File: src/rtl/risk_alarm.sv
// risk_alarm: 4-sample moving average of fuzzy risk results, classified into
// NORMAL / WARN / ALARM with hysteresis thresholds and a persistence filter,
// plus a saturating count of ALARM entries.
module risk_alarm #(
    parameter int unsigned WARN_ON   = 96,
    parameter int unsigned WARN_OFF  = 80,
    parameter int unsigned ALARM_ON  = 176,
    parameter int unsigned ALARM_OFF = 160,
    parameter int unsigned PERSIST   = 3
) (
    input  logic       clk,
    input  logic       rst_n,
    input  logic       risk_vld,
    input  logic [7:0] risk,
    input  logic       clr_evt,
    output logic [7:0] avg,
    output logic       avg_vld,
    output logic [1:0] level,
    output logic       alarm,
    output logic       alarm_pulse,
    output logic [7:0] evt_cnt
);

    localparam int unsigned DW = 8;
    localparam int unsigned SW = 10;
    localparam int unsigned PW = 4;

    localparam logic [DW-1:0] LP_WARN_ON   = DW'(WARN_ON);
    localparam logic [DW-1:0] LP_WARN_OFF  = DW'(WARN_OFF);
    localparam logic [DW-1:0] LP_ALARM_ON  = DW'(ALARM_ON);
    localparam logic [DW-1:0] LP_ALARM_OFF = DW'(ALARM_OFF);
    localparam logic [PW-1:0] LP_PERSIST   = PW'(PERSIST);

    localparam logic [1:0] ST_NORMAL = 2'b00;
    localparam logic [1:0] ST_WARN   = 2'b01;
    localparam logic [1:0] ST_ALARM  = 2'b10;

    logic          r_in_vld;
    logic [DW-1:0] r_in;
    logic [DW-1:0] r_w0, r_w1, r_w2, r_w3;
    logic [SW-1:0] r_sum;
    logic [DW-1:0] r_avg;
    logic          r_avg_vld;
    logic [1:0]    r_level;
    logic [PW-1:0] r_pers;
    logic [1:0]    r_tgt_q;
    logic          r_alarm;
    logic          r_alarm_pulse;
    logic [DW-1:0] r_evt_cnt;

    logic [SW-1:0] w_sum_nxt;
    logic [1:0]    w_tgt;
    logic [PW-1:0] w_pers_cnt;
    logic [1:0]    w_level_nxt;
    logic [PW-1:0] w_pers_nxt;
    logic [1:0]    w_tgt_q_nxt;
    logic          w_entry;
    logic [DW-1:0] w_evt_nxt;

    // Running sum: add the incoming sample, drop the oldest one leaving the window
    assign w_sum_nxt = r_sum + SW'(r_in) - SW'(r_w3);

    // Input capture stage
    always_ff @(posedge clk) begin
        if (!rst_n) begin
            r_in_vld <= 1'b0;
            r_in     <= '0;
        end else begin
            r_in_vld <= risk_vld;
            if (risk_vld) begin
                r_in <= risk;
            end
        end
    end

    // Window shift, running sum and averaged output
    always_ff @(posedge clk) begin
        if (!rst_n) begin
            r_w0      <= '0;
            r_w1      <= '0;
            r_w2      <= '0;
            r_w3      <= '0;
            r_sum     <= '0;
            r_avg     <= '0;
            r_avg_vld <= 1'b0;
        end else begin
            r_avg_vld <= r_in_vld;
            if (r_in_vld) begin
                r_w0  <= r_in;
                r_w1  <= r_w0;
                r_w2  <= r_w1;
                r_w3  <= r_w2;
                r_sum <= w_sum_nxt;
                r_avg <= w_sum_nxt[SW-1:2];
            end
        end
    end

    // Level state register with persistence tracking and event counter
    always_ff @(posedge clk) begin
        if (!rst_n) begin
            r_level       <= ST_NORMAL;
            r_pers        <= '0;
            r_tgt_q       <= ST_NORMAL;
            r_alarm       <= 1'b0;
            r_alarm_pulse <= 1'b0;
            r_evt_cnt     <= '0;
        end else begin
            r_level       <= w_level_nxt;
            r_pers        <= w_pers_nxt;
            r_tgt_q       <= w_tgt_q_nxt;
            r_alarm       <= (w_level_nxt == ST_ALARM);
            r_alarm_pulse <= w_entry;
            r_evt_cnt     <= w_evt_nxt;
        end
    end

    // Hysteresis target selection from the registered average and current level
    always_comb begin
        w_tgt = ST_NORMAL;
        case (r_level)
            ST_NORMAL: begin
                if (r_avg >= LP_ALARM_ON)     w_tgt = ST_ALARM;
                else if (r_avg >= LP_WARN_ON) w_tgt = ST_WARN;
                else                          w_tgt = ST_NORMAL;
            end
            ST_WARN: begin
                if (r_avg >= LP_ALARM_ON)     w_tgt = ST_ALARM;
                else if (r_avg < LP_WARN_OFF) w_tgt = ST_NORMAL;
                else                          w_tgt = ST_WARN;
            end
            ST_ALARM: begin
                if (r_avg < LP_WARN_OFF)       w_tgt = ST_NORMAL;
                else if (r_avg < LP_ALARM_OFF) w_tgt = ST_WARN;
                else                           w_tgt = ST_ALARM;
            end
            default: w_tgt = ST_NORMAL;
        endcase
    end

    // Persistence filter, level transition and ALARM entry counting
    always_comb begin
        w_pers_cnt  = r_pers;
        w_level_nxt = r_level;
        w_pers_nxt  = r_pers;
        w_tgt_q_nxt = r_tgt_q;
        w_entry     = 1'b0;
        w_evt_nxt   = r_evt_cnt;

        if (r_avg_vld) begin
            if (w_tgt == r_level) begin
                w_pers_cnt = '0;
            end else if ((w_tgt == r_tgt_q) && (r_pers != '0)) begin
                w_pers_cnt = r_pers + PW'(1);
            end else begin
                w_pers_cnt = PW'(1);
            end
            w_tgt_q_nxt = w_tgt;
            if (w_pers_cnt == LP_PERSIST) begin
                w_level_nxt = w_tgt;
                w_pers_nxt  = '0;
                w_entry     = (w_tgt == ST_ALARM);
            end else begin
                w_pers_nxt  = w_pers_cnt;
            end
        end

        // A clear coinciding with an entry leaves exactly that one entry counted
        if (w_entry) begin
            if (clr_evt)                  w_evt_nxt = DW'(1);
            else if (r_evt_cnt != '1)     w_evt_nxt = r_evt_cnt + DW'(1);
            else                          w_evt_nxt = r_evt_cnt;
        end else if (clr_evt) begin
            w_evt_nxt = '0;
        end
    end

    assign avg         = r_avg;
    assign avg_vld     = r_avg_vld;
    assign level       = r_level;
    assign alarm       = r_alarm;
    assign alarm_pulse = r_alarm_pulse;
    assign evt_cnt     = r_evt_cnt;

endmodule

File: config.mk
export PLATFORM = sky130hd
export DESIGN_NAME = risk_alarm
export DESIGN_NICKNAME = d
export VERILOG_FILES = /design/src/rtl/risk_alarm.sv
export SDC_FILE = /design/constraint.sdc
export NUM_CORES = 1
export LEC_CHECK = 0
export CAP_MARGIN = 20
export CORE_ASPECT_RATIO = 1.5
export CORE_MARGIN = 2
export CORE_UTILIZATION = 41
export CTS_BUF_LIST = sky130_fd_sc_hd__clkbuf_16
export CTS_CLUSTER_SIZE = 30
export DETAILED_ROUTE_END_ITERATION = 16
export SYNTH_ARGS = -nofsm -noshare
export SYNTH_HDL_FRONTEND = slang
export SYNTH_SLANG_ARGS = --single-unit
File: constraint.sdc
create_clock -name clk -period 2.38 [get_ports clk]
set_input_delay 0.476 -clock clk [delete_from_list [all_inputs] [get_ports clk]]
set_output_delay 0.476 -clock clk [all_outputs]
set_load 0.01 [all_outputs]
# == Yosys cells after proc, flatten, opt, wreduce, memory -nomap -nowiden ==
# Cells that the tools add are included.
# word_totals
register_bits,78
output_inout_bits,21
elab_cells,56
# op_classes
addsub,4
magnitude_cmp,4
eq_ne,8
n_mux,19
reduce_logical,6
# op_table
operator,n
$mux 8,4
$mux 4,4
$mux 2,6
$add 10x8->10,1
$sub 10x8->10,1
$add 8x1->8 const B,1
$ge 8x7->1 const B,1
$ge 8x8->1 const B,1
$lt 8x7->1 const B,1
$lt 8x8->1 const B,1
$ne 8x8->1 const B,1
$eq 2x2->1 const B,3
$pmux 2 s3,1
$add 4x1->4 const B,1
$eq 2x2->1,2
$eq 4x2->1 const B,1
$mux 1,4
$reduce_bool 2->1,2
$reduce_bool 4->1,1
$eq 2x1->1 const B,1
$logic_not 2->1,1
$reduce_and 2->1,1
$logic_and 1x1->1,1

# == Depth between registers and ports, before layout ==
# logic_depth
depth_word,14
ltp_mapped,12

# == Worst setup path after synthesis ==
# Ideal clock, no wire load.
# synth_path
kind,reg-to-reg
start,reg r_in[1]
end,reg r_sum[9]
setup_ns,0.144
arrival_ns,2.299
slack_ns,-0.063
path_stages_with_launch,11
path_buffers,0
synth_period_minus_slack_ns,2.443
path_cell_list,dfxtp_1 > inv_1 > fa_1 > inv_1 > ha_1 > a21o_1 > a21o_1 > a31o_2 > nor4_1 > or3_1 > o311ai_0
# synth_between
elab_chain_len,2
# synth_rtl
element,line,rtl
from (decl),39,logic [DW-1:0] r_in;
from (signal assigned),71,r_in <= risk;
$add 10x8->10,61,assign w_sum_nxt = r_sum + SW'(r_in) - SW'(r_w3);
$sub 10x8->10,61,
to (signal assigned),93,r_sum <= w_sum_nxt;
to (decl),41,logic [SW-1:0] r_sum;
# No other way between the ends.
# A chain may end at the register's enable or synchronous reset.

==> metrics.txt <==
status=finished, final reports clean; first-pass GRT wire length=roughly 14 mm; Leak=2.02 nW; Ports=33; Critical Path RT=2.61 ns; # hold bufs at CTS=0; Max Freq=433 MHz; worst-path maximum fanout=8; dpl hpwl=between 5 and 6 mm; CP Class=flip-flop to flip-flop; period utilisation layout=~97%; synth top area cells=dfxtp_1 (37%), mux2i_1 (12%), nor2_1 (6.3%); RSZ-0062 raised after global routing=yes; Yosys reg bits=70; core box area=slightly below 0.009 mm2; min-delay worst type=flip-flop to flip-flop; drc violations=0; CP delay by family, top=compound AO/OA/AOI/OAI gates; Total Routing Usage GR=~18%; # clock sinks=70; Max Clock Skew=0.00804 ns; total CTS buffers=9; Buf+Inv Stages, Crit Path=2; ys async rst share=0%; largest net degree at the start of global routing=32; Die Ht=121 um; PwrDens=between 700 and 800 mW/mm2; most frequent cells in the layout=dfxtp_1 (64), nor2_1 (63), mux2i_1 (45); Max Cap Viol=0; reg2reg setup slack=approximately 0.07 ns; Core Util, Final=55.6%; via count=slightly above 3k; Syn Inst Count=roughly 410; clk_lat worst skew=around 0.33 ns; critical path arrival=2.54 ns; final setup TNS=0 ns; wirelength, routed=~8 mm; register area=approximately 0.0014 mm2; synth warn=0; Syn Nets=449; H-tree levels=3; CP max stage delay=0.39 ns; Post-Syn Area=approximately 0.0038 mm2; Die ar.=about 0.01 mm2; Vias per Instance=5.23; fraction of layout cells with a size suffix above 1=a little over a fifth; FP Rows=between 40 and 50; Top FF cell, synth=dfxtp_1; Die X=about 80 um; Worst-path clk slew=~0.060 ns; initial drt markers=84; Worst Hold Depth=2; antenna viol nets, final=0; CTS tree=yes; area leader, netlist=dfxtp_1; count of input and output buffers=32; startpoint types=flip-flop; Worst Setup End Kind=flip-flop; root buf cell=clkbuf_16; max-slew violation count=0; Syn Area/Cell=a little over 9 um2; r2r startpoint=r_sum[8]; crit path time final=between 2 and 2.5 ns; Hold Vio Cnt, Final=0; maximum VDD drop=0.591 mV; area delta synth->final=31.4%; routed length per placed instance=14.1 um; post-synth top area share=37.3%; commonest non-fill, non-tap cell in the layout=dfxtp_1; crit-path cells=buf_6 -> ha_2 -> o21a_1 -> o211a_1 -> a2111oi_4 -> o22ai_4 -> buf_6 -> o31a_1 -> o21a_1; capturing point of the worst reg2reg path=level[1]; hold endpoint=evt_cnt[5]; Worst slew margin=between 50% and 60%; worst slew pin tran=0.621 ns; nets=~500; R2R depth=9; Seq/Total Area, Yosys=a little under two fifths; Post-synth EDFFs=0; CP max-delay cell=a2111oi_4; Hold Startpoint=evt_cnt[5]; Antenna Cells=0; Multi-input gate area=0.00230 mm2; Max Buffers Root-to-Sink=2; Fillers=slightly above 800; Setup-failing EPs final=0; grt ovf=0; DRT Pass-1 Iters=4; vias in the first global route=3,173; number of antenna violations at the first check in global routing=0; Cell variety after synth=59; placer congestion estimate=around 0.84; Initial Util=42.3%
## where the power goes
part	total (mW)	switching (mW)	internal, mW	leakage (nW)
Combinational	1.15	0.571	0.576	1.29
Sequential	1.28	0.0543	1.23	0.570
Clock	1.42	0.510	0.911	0.157
Total	3.85	1.14	2.72	2.02
## cell families (layout without fill, tap and decap cells)
| kind of cell | count (synthesis) | after routing | synth area share, % |
|---|---|---|---|
| mux | 45 | 45 | 12.0 |
| fa+ha+maj | 24 | 24 | 9.60 |
| buf+inv | 68 | 128 | 7.67 |
| compound gates | 71 | 71 | 15.0 |
| flops | 70 | 70 | 37.3 |
| simple gates | 129 | 129 | 17.0 |
| xor+xnor | 6 | 6 | 1.40 |
## area by class of cell
| class | count | area share [%] |
|---|---|---|
| Inverter | 44 | 3.35 |
| Timing Repair Buffer | 68 | 12.2 |
| Clock buffer | 9 | 4.57 |
| Clock inverter | 7 | 1.83 |
| Sequential cell | 70 | 28.6 |
| Tap cell | 110 | 2.79 |
| Multi-Input combinational cell | 275 | 46.7 |
## how the worst max path moves through the flow
stage	slack, ns	cells past startpoint	startpoint	to
CTS	-0.04	10	r_in[1]	r_sum[9]
global route	-0.03	10	r_sum[2]	r_sum[6]
detailed placement	-0.13	10	r_sum[1]	r_sum[9]
floorplan	0.02	10	r_sum[1]	r_sum[9]
finish	0.07	9	r_sum[8]	level[1]
global placement	-0.08	9	r_sum[1]	r_sum[8]
## metrics by stage
step	instance area, um2	power [mW]	hold WS (ns)	worst slack (ns)	cells
2_1_floorplan	3760	1.96	0.456	0.0184	413
3_3_place_gp	4340	2.25	0.472	-0.0841	564
3_5_place_dp	4340	2.27	0.479	-0.130	564
4_1_cts	4730	3.78	0.484	-0.0427	582
5_1_grt	4930	4.08	0.521	-0.0292	583
6_report	4930	3.85	0.480	0.0698	583
## cells in the mapped netlist (all sizes together) (4+ instances only)
library cell,instances
and3,4
nand3b,4
buf,10
o21ai,9
dfxtp,70
nor3,4
a21o,6
nand2,10
o211ai,5
clkbuf,14
mux2i,45
nand4,5
or2,6
inv,44
xor2,5
nand3,7
nor2,63
fa,8
nor4,4
o21a,6
ha,16
or3,5
a21oi,12
## worst min-delay path, cell delays in order, from the launching register on
cell and delay [ns]:
dfxtp_1 0.33, nand2_1 0.06, mux2i_1 0.05
## per-layer routing
metal,track usage (%),part of all wire (%)
met5,0,0
met4,7.29,1.5
met3,4.39,3.1
met2,32.6,54
met1,18.8,41
## repair_timing
action / in CTS / in global routing
pin swaps: 8 / 18
buffers inserted: 2 / 1
gates resized for setup: 15 / 38
hold endpoints to repair: 0 / 0
setup endpoints to repair: 13 / 18
## state kept, by name (all words and copies together), names as in the netlist, 2 cells and up
signal,flops
r_w2,8
r_w3,8
r_tgt_q,2
r_in,8
r_pers,4
level,2
evt_cnt,8
r_w1,8
r_sum,10
r_w0,8
Note: power is estimated with default switching activity, not from simulation.
